===== src/rtl/lsu_mem_pipe_pkg.sv =====
// lsu_mem_pipe_pkg
//   Shared types and constants for the load/store execute stage:
//   access size encoding, pipe FSM states and address-error codes.
package lsu_mem_pipe_pkg;

  typedef enum logic [1:0] {
    SIZE_BYTE = 2'd0,
    SIZE_HALF = 2'd1,
    SIZE_WORD = 2'd2,
    SIZE_ILL  = 2'd3
  } LSU_Size;

  typedef enum logic [1:0] {
    ST_IDLE  = 2'd0,
    ST_REQ   = 2'd1,
    ST_WAIT  = 2'd2,
    ST_DRAIN = 2'd3
  } LSU_Pipe_State;

  localparam logic [4:0] EXC_ADEL = 5'd4;
  localparam logic [4:0] EXC_ADES = 5'd5;

endpackage


===== src/rtl/lsu_align_unit.sv =====
// lsu_align_unit
//   Purely combinational lane logic for the LSU.
//   Ports:
//     size      in  2  : access size (LSU_Size encoding, 3 acts as word)
//     ea_lo     in  2  : low bits of the effective address
//     is_signed in  1  : sign-extend loaded byte/half
//     wdata     in  32 : raw store data
//     rdata     in  32 : raw bus read data
//     misalign  out 1  : access not naturally aligned
//     wstrb     out 4  : byte strobes for a store
//     wdata_ext out 32 : store data replicated across lanes
//     rdata_ext out 32 : selected lane, sign/zero extended
module lsu_align_unit
  import lsu_mem_pipe_pkg::*;
(
  input  logic [1:0]  size,
  input  logic [1:0]  ea_lo,
  input  logic        is_signed,
  input  logic [31:0] wdata,
  input  logic [31:0] rdata,
  output logic        misalign,
  output logic [3:0]  wstrb,
  output logic [31:0] wdata_ext,
  output logic [31:0] rdata_ext
);

  logic [31:0] rdata_shift;
  logic [15:0] half_val;

  // Byte lanes are selected by shifting the word down; half lanes by ea[1].
  always_comb begin
    misalign    = 1'b0;
    wstrb       = 4'b1111;
    wdata_ext   = wdata;
    rdata_ext   = rdata;
    rdata_shift = rdata >> {ea_lo, 3'b000};
    half_val    = ea_lo[1] ? rdata[31:16] : rdata[15:0];
    case (LSU_Size'(size))
      SIZE_BYTE: begin
        wstrb     = 4'b0001 << ea_lo;
        wdata_ext = {4{wdata[7:0]}};
        rdata_ext = {{24{is_signed & rdata_shift[7]}}, rdata_shift[7:0]};
      end
      SIZE_HALF: begin
        misalign  = ea_lo[0];
        wstrb     = 4'b0011 << ea_lo;
        wdata_ext = {2{wdata[15:0]}};
        rdata_ext = {{16{is_signed & half_val[15]}}, half_val};
      end
      default: begin
        misalign = |ea_lo;
      end
    endcase
  end

endmodule


===== src/rtl/lsu_mem_pipe.sv =====
// lsu_mem_pipe
//   Execute stage of the load/store path. Computes the effective address,
//   raises address errors, runs a single-outstanding request/data bus
//   handshake and writes load results back by physical register number.
//   Ports:
//     clk, rst                  : clock, synchronous active-high reset
//     flush                     : cancel the op not yet accepted by memory
//     req_*                     : operand-resolved micro-op from register read
//     lsu_busy                  : blocks LSU issue arbitration
//     mem_req/we/addr/wstrb/wdata, mem_addr_ok/data_ok/rdata : data bus
//     wb_valid/dst/data         : load writeback pulse
//     exc_valid/code/badvaddr   : address-error pulse
module lsu_mem_pipe
  import lsu_mem_pipe_pkg::*;
#(
  parameter int PRF_W = 6
) (
  input  logic             clk,
  input  logic             rst,
  input  logic             flush,
  input  logic             req_valid,
  input  logic             req_is_store,
  input  logic [1:0]       req_size,
  input  logic             req_signed,
  input  logic [31:0]      req_base,
  input  logic [15:0]      req_offset,
  input  logic [31:0]      req_wdata,
  input  logic [PRF_W-1:0] req_dst,
  input  logic             req_dstwe,
  output logic             lsu_busy,
  output logic             mem_req,
  output logic             mem_we,
  output logic [31:0]      mem_addr,
  output logic [3:0]       mem_wstrb,
  output logic [31:0]      mem_wdata,
  input  logic             mem_addr_ok,
  input  logic             mem_data_ok,
  input  logic [31:0]      mem_rdata,
  output logic             wb_valid,
  output logic [PRF_W-1:0] wb_dst,
  output logic [31:0]      wb_data,
  output logic             exc_valid,
  output logic [4:0]       exc_code,
  output logic [31:0]      exc_badvaddr
);

  LSU_Pipe_State state, state_next;

  logic [31:0]      ea;
  logic [31:0]      ea_q;
  logic [1:0]       size_q;
  logic             signed_q;
  logic [PRF_W-1:0] dst_q;
  logic             dstwe_q;
  logic             store_q;
  logic [3:0]       wstrb_q;
  logic [31:0]      wdata_q;

  logic             in_idle;
  logic             accept;
  logic             misalign;
  logic [3:0]       al_wstrb;
  logic [31:0]      al_wdata;
  logic [31:0]      al_rdata;
  logic             load_done;

  assign ea      = req_base + {{16{req_offset[15]}}, req_offset};
  assign in_idle = (state == ST_IDLE);
  assign accept  = in_idle & req_valid & ~flush;

  // One align unit serves both ends of an op: in IDLE it sees the incoming
  // request (alignment, strobes, store lanes); afterwards it sees the latched
  // op so the read data is extracted with the accepted size and offset.
  lsu_align_unit u_align (
    .size      (in_idle ? req_size   : size_q),
    .ea_lo     (in_idle ? ea[1:0]    : ea_q[1:0]),
    .is_signed (in_idle ? req_signed : signed_q),
    .wdata     (req_wdata),
    .rdata     (mem_rdata),
    .misalign  (misalign),
    .wstrb     (al_wstrb),
    .wdata_ext (al_wdata),
    .rdata_ext (al_rdata)
  );

  // State register.
  always_ff @(posedge clk) begin
    if (rst) state <= ST_IDLE;
    else     state <= state_next;
  end

  // Next state. A flush only cancels what memory has not yet accepted; once
  // the address is accepted the data response must still be drained.
  always_comb begin
    state_next = state;
    case (state)
      ST_IDLE: begin
        if (accept && !misalign) state_next = ST_REQ;
      end
      ST_REQ: begin
        if (mem_addr_ok)  state_next = flush ? ST_DRAIN : ST_WAIT;
        else if (flush)   state_next = ST_IDLE;
      end
      ST_WAIT: begin
        if (mem_data_ok)  state_next = ST_IDLE;
        else if (flush)   state_next = ST_DRAIN;
      end
      ST_DRAIN: begin
        if (mem_data_ok)  state_next = ST_IDLE;
      end
      default: state_next = ST_IDLE;
    endcase
  end

  // Latched op. Loads carry zero strobes/data so the bus never sees
  // stale store lanes during a read.
  always_ff @(posedge clk) begin
    if (rst) begin
      ea_q     <= '0;
      size_q   <= '0;
      signed_q <= 1'b0;
      dst_q    <= '0;
      dstwe_q  <= 1'b0;
      store_q  <= 1'b0;
      wstrb_q  <= '0;
      wdata_q  <= '0;
    end else if (accept && !misalign) begin
      ea_q     <= ea;
      size_q   <= req_size;
      signed_q <= req_signed;
      dst_q    <= req_dst;
      dstwe_q  <= req_dstwe;
      store_q  <= req_is_store;
      wstrb_q  <= req_is_store ? al_wstrb : 4'b0000;
      wdata_q  <= req_is_store ? al_wdata : 32'h0;
    end
  end

  assign load_done = (state == ST_WAIT) & mem_data_ok & ~flush & ~store_q & dstwe_q;

  // Writeback and exception pulses, registered one cycle after the event.
  always_ff @(posedge clk) begin
    if (rst) begin
      wb_valid     <= 1'b0;
      wb_dst       <= '0;
      wb_data      <= '0;
      exc_valid    <= 1'b0;
      exc_code     <= '0;
      exc_badvaddr <= '0;
    end else begin
      wb_valid  <= load_done;
      exc_valid <= accept & misalign;
      if (load_done) begin
        wb_dst  <= dst_q;
        wb_data <= al_rdata;
      end
      if (accept && misalign) begin
        exc_code     <= req_is_store ? EXC_ADES : EXC_ADEL;
        exc_badvaddr <= ea;
      end
    end
  end

  assign lsu_busy  = (state != ST_IDLE) | req_valid;
  assign mem_req   = (state == ST_REQ);
  assign mem_we    = store_q;
  assign mem_addr  = {ea_q[31:2], 2'b00};
  assign mem_wstrb = wstrb_q;
  assign mem_wdata = wdata_q;

endmodule


===== config.mk =====
export PLATFORM = sky130hd
export DESIGN_NAME = lsu_mem_pipe
export DESIGN_NICKNAME = d
export VERILOG_FILES = /design/src/rtl/lsu_mem_pipe_pkg.sv /design/src/rtl/lsu_align_unit.sv /design/src/rtl/lsu_mem_pipe.sv
export SDC_FILE = /design/constraint.sdc
export NUM_CORES = 1
export LEC_CHECK = 0
export ABC_CLOCK_PERIOD_IN_PS = 3190
export BUFFER_PORTS_ARGS = -buffer_cell sky130_fd_sc_hd__buf_2
export CORE_ASPECT_RATIO = 1.5
export CORE_MARGIN = 10
export CORE_UTILIZATION = 25
export CTS_CLUSTER_DIAMETER = 120
export DETAILED_ROUTE_END_ITERATION = 8
export GPL_ROUTABILITY_DRIVEN = 0
export REMOVE_ABC_BUFFERS = 1
export SLEW_MARGIN = 20
export SYNTH_ARGS = -nofsm -noshare
export SYNTH_HDL_FRONTEND = slang
export SYNTH_HIERARCHICAL = 1
export SYNTH_SLANG_ARGS = --single-unit

===== constraint.sdc =====
create_clock -name clk -period 3.19 [get_ports clk]
set_input_delay 0.638 -clock clk [delete_from_list [all_inputs] [get_ports clk]]
set_output_delay 0.638 -clock clk [all_outputs]
set_load 0.01 [all_outputs]

==> summary.txt <==
Outcome = finished, final reports clean
Sequential share of power = 0.362
Skew-Pair Late Insertion Delay = 0.45 ns
MaxCap Viol Count = 0
Final #Nets = 1,531
Largest net degree at the start of global routing = 87
Worst setup path endpoint = wb_data[19]$_SDFFE_PP0P_
NetSw = 1.88 mW
Worst r2r src = state[1]$_SDFFE_PP0P_
Tot GR Track Use = 0.142
Warnings from Yosys = 6
DRT iter0 DRCs = 540
Top cells by count, synth = nand2_1 (299), a21oi_1 (169), dfxtp_1 (155)
Critical path endpoint category = flip-flop
Post-Syn Area = 8750 um^2
Clk root buf = clkbuf_16
Rel. slew slack = 0.441
Comb pwr share = 0.264
Hold Fails Final Rpt = 0
Worst Skew = 0.00954 ns
Reg2Reg Setup Slack = 0.49 ns
Crit path from = req_base[0]
Tcrit/Tclk final = 0.888
Ranking of synthesized cells by area = dfxtp_1 (35%), nand2_1 (13%), a21oi_1 (9.7%)
Slew Viols, Final = 0
Top FF cell, synth = dfxtp_1
Average wire per standard cell = 16.9 um
Worst-margin pin slew = 0.838 ns
Top cell type's share of synthesized area = 0.355
Hpwl dp = 24,100 um
Clock transition at path regs = 0.07 ns
H-tree level count = 4
Setup_tns = 0 ns
Critical path fanouts, max = 16
Seq/Total Area, Yosys = 0.355
DR vias = 8,755
Vias in the first global route = 8,728
Tmin final = 2.83 ns
Final WL = 31,300 um
Via density = 4.73
Global-route wire length before repair = 49,200 um
Antenna violations before repair = 0
Resize count post-CTS = 0
FMAX = 353 MHz
TritonCTS Buffers = 17
TritonCTS clock tree = yes
Post-route cell area = 11,100 um^2
Finished Core Util = 0.324
Top-count cell post-synth = nand2_1
Die width = 173 um
CTS max path bufs = 2
Switching Share = 0.328
Share of synthesized registers carrying an async set or reset = 0
WS Path Type = input port to flip-flop
Hold Crit Class = input port to flip-flop
Number of port buffers = 271
Grt total ovfl = 0
Finish-stage setup viols = 0
RSZ-0062 raised after global routing = no
Critical Path RT = 3.51 ns
Worst slack, placed = -0.103 ns
1st-pass router iterations = 4
Drt drc = 0
Pwr dens = 516 nW/um^2
# IOs = 277
Cells after Synth = 1,136
Max VDD drop = 0.304 mV
Lkg Pwr = 4.88 nW
Number of enable flip-flop cells after synthesis = 0
Critical R2R Capture = wb_data[19]$_SDFFE_PP0P_
Routed Antenna Nets = 0
Int Power = 3.87 mW
Clk pwr share = 0.374
N_diodes = 0
Crit path launch type = input port
WHS = 0.428 ns
Site Rows = 83
Leading area contributor after synthesis = dfxtp_1
Synthesis-stage register bit count = 155
CORE AREA = 34,400 um^2
Synthesized area per cell = 7.70 um^2
Worst setup margin = 0.357 ns
CTS sink cnt = 155
DIE HEIGHT = 249 um
Share of cells above drive strength 1 = 0.298
Area growth, synth to finish = 27.4%
CP arrival = 3.15 ns
Hold Buf Count CTS = 0
Post-CTS Setup Bufs = 0
Post-synthesis cell type count = 72
FF-to-FF path depth = 9
Initial cell density of the core = 0.255
Die area = 43,000 um^2
Placed Area = 10,500 um^2
flip-flops by register name, summed over array words and instances, names as in the netlist, 2 cells and up:
register	count
ea_q	32
exc_badvaddr	32
mem_wdata	32
wb_data	32
dst_q	6
wb_dst	6
mem_wstrb	4
exc_code	2
size_q	2
state	2
through the flow:
step           total power [mW]  instances
2_1_floorplan              2.98       1013
3_3_place_gp               3.65       1818
3_5_place_dp               3.66       1818
4_1_cts                    5.84       1850
5_1_grt                    6.06       1850
6_report                   5.75       1850
power by group through the flow:
stage               combinational, mW  clock, mW  sequential [mW]
finish                           1.52       2.15             2.08
global route                     1.68       2.28             2.10
detailed placement               1.53          0             2.13
CTS                              1.54       2.22             2.08
global placement                 1.52          0             2.13
floorplan                       0.813          0             2.16
cell type report:
class / count / area, um^2
clock buffers: 18 / 439
well taps: 467 / 584
multi-input cells: 844 / 4860
fillers: 3688 / 23200
inverters: 14 / 52.6
clock inverters: 14 / 171
flip-flops and latches: 155 / 3100
repair buffers: 338 / 1940
cell families (layout without fill, tap and decap cells):
logic type               after synthesis  after routing  share of synthesized area
AO/OA/AOI/OAI                        290            290                      0.203
other                                  1              5                   0.000429
buffers and inverters                141            384                     0.0931
XOR/XNOR                              25             25                     0.0250
adder cells (fa/ha/maj)               32             32                     0.0466
flip-flops                           155            155                      0.355
multiplexers                          31             31                     0.0399
AND/OR/NAND/NOR                      461            461                      0.237
cells in the final DEF (no fill, tap or decap), types with 3 or more instances in the layout:
cell,instances
xnor2_1,14
nand2b_1,5
a21oi_1,169
inv_1,14
o31ai_1,4
a211oi_1,12
o2bb2ai_1,7
mux2i_1,9
o21ai_0,32
xor2_1,11
buf_2,270
ha_1,31
mux2_2,21
dfxtp_1,155
a21o_1,13
and3_1,5
nand3_1,53
buf_4,62
nand4_1,18
inv_8,3
buf_12,6
a221o_1,16
inv_6,7
clkbuf_16,17
or4_1,10
nor3_1,7
nor4bb_1,8
a31oi_1,6
o211ai_1,3
nor2_1,32
o21bai_1,4
nor4_1,3
nand2_1,299
conb_1,5
critical path, cell delays in order:
cell	delay (ns)
buf_2	0.10
ha_1	0.23
fa_1	0.53
mux2_2	0.23
mux4_2	0.52
and3_1	0.35
nor2_8	0.32
nand2_1	0.09
nand2_1	0.07
a21oi_1	0.06
routing by layer:
| layer | track usage | share of wire | up-vias | wire (um) |
|---|---|---|---|---|
| met5 | 0 | 0 | - | 0 |
| met4 | 0.0515 | 0.022 | 0 | 698 |
| met3 | 0.0376 | 0.055 | 40 | 1710 |
| met2 | 0.261 | 0.53 | 245 | 16500 |
| met1 | 0.151 | 0.40 | 4073 | 12400 |
| li1 | - | - | 4397 | - |
worst min-delay path by stage:
stage	from	end	slack, ns	cells after the start
2_1_floorplan	dst_q[0]$_SDFFE_PP0P_	wb_dst[0]$_SDFFE_PP0P_	0.43	2
3_3_place_gp	dst_q[3]$_SDFFE_PP0P_	wb_dst[3]$_SDFFE_PP0P_	0.44	2
3_5_place_dp	mem_wdata[26]$_SDFFE_PP0P_	mem_wdata[26]$_SDFFE_PP0P_	0.44	2
4_1_cts	req_dst[2]	dst_q[2]$_SDFFE_PP0P_	0.39	3
5_1_grt	req_dst[2]	dst_q[2]$_SDFFE_PP0P_	0.41	3
6_report	req_dst[2]	dst_q[2]$_SDFFE_PP0P_	0.43	3
Power figures use the tool's default switching activity.
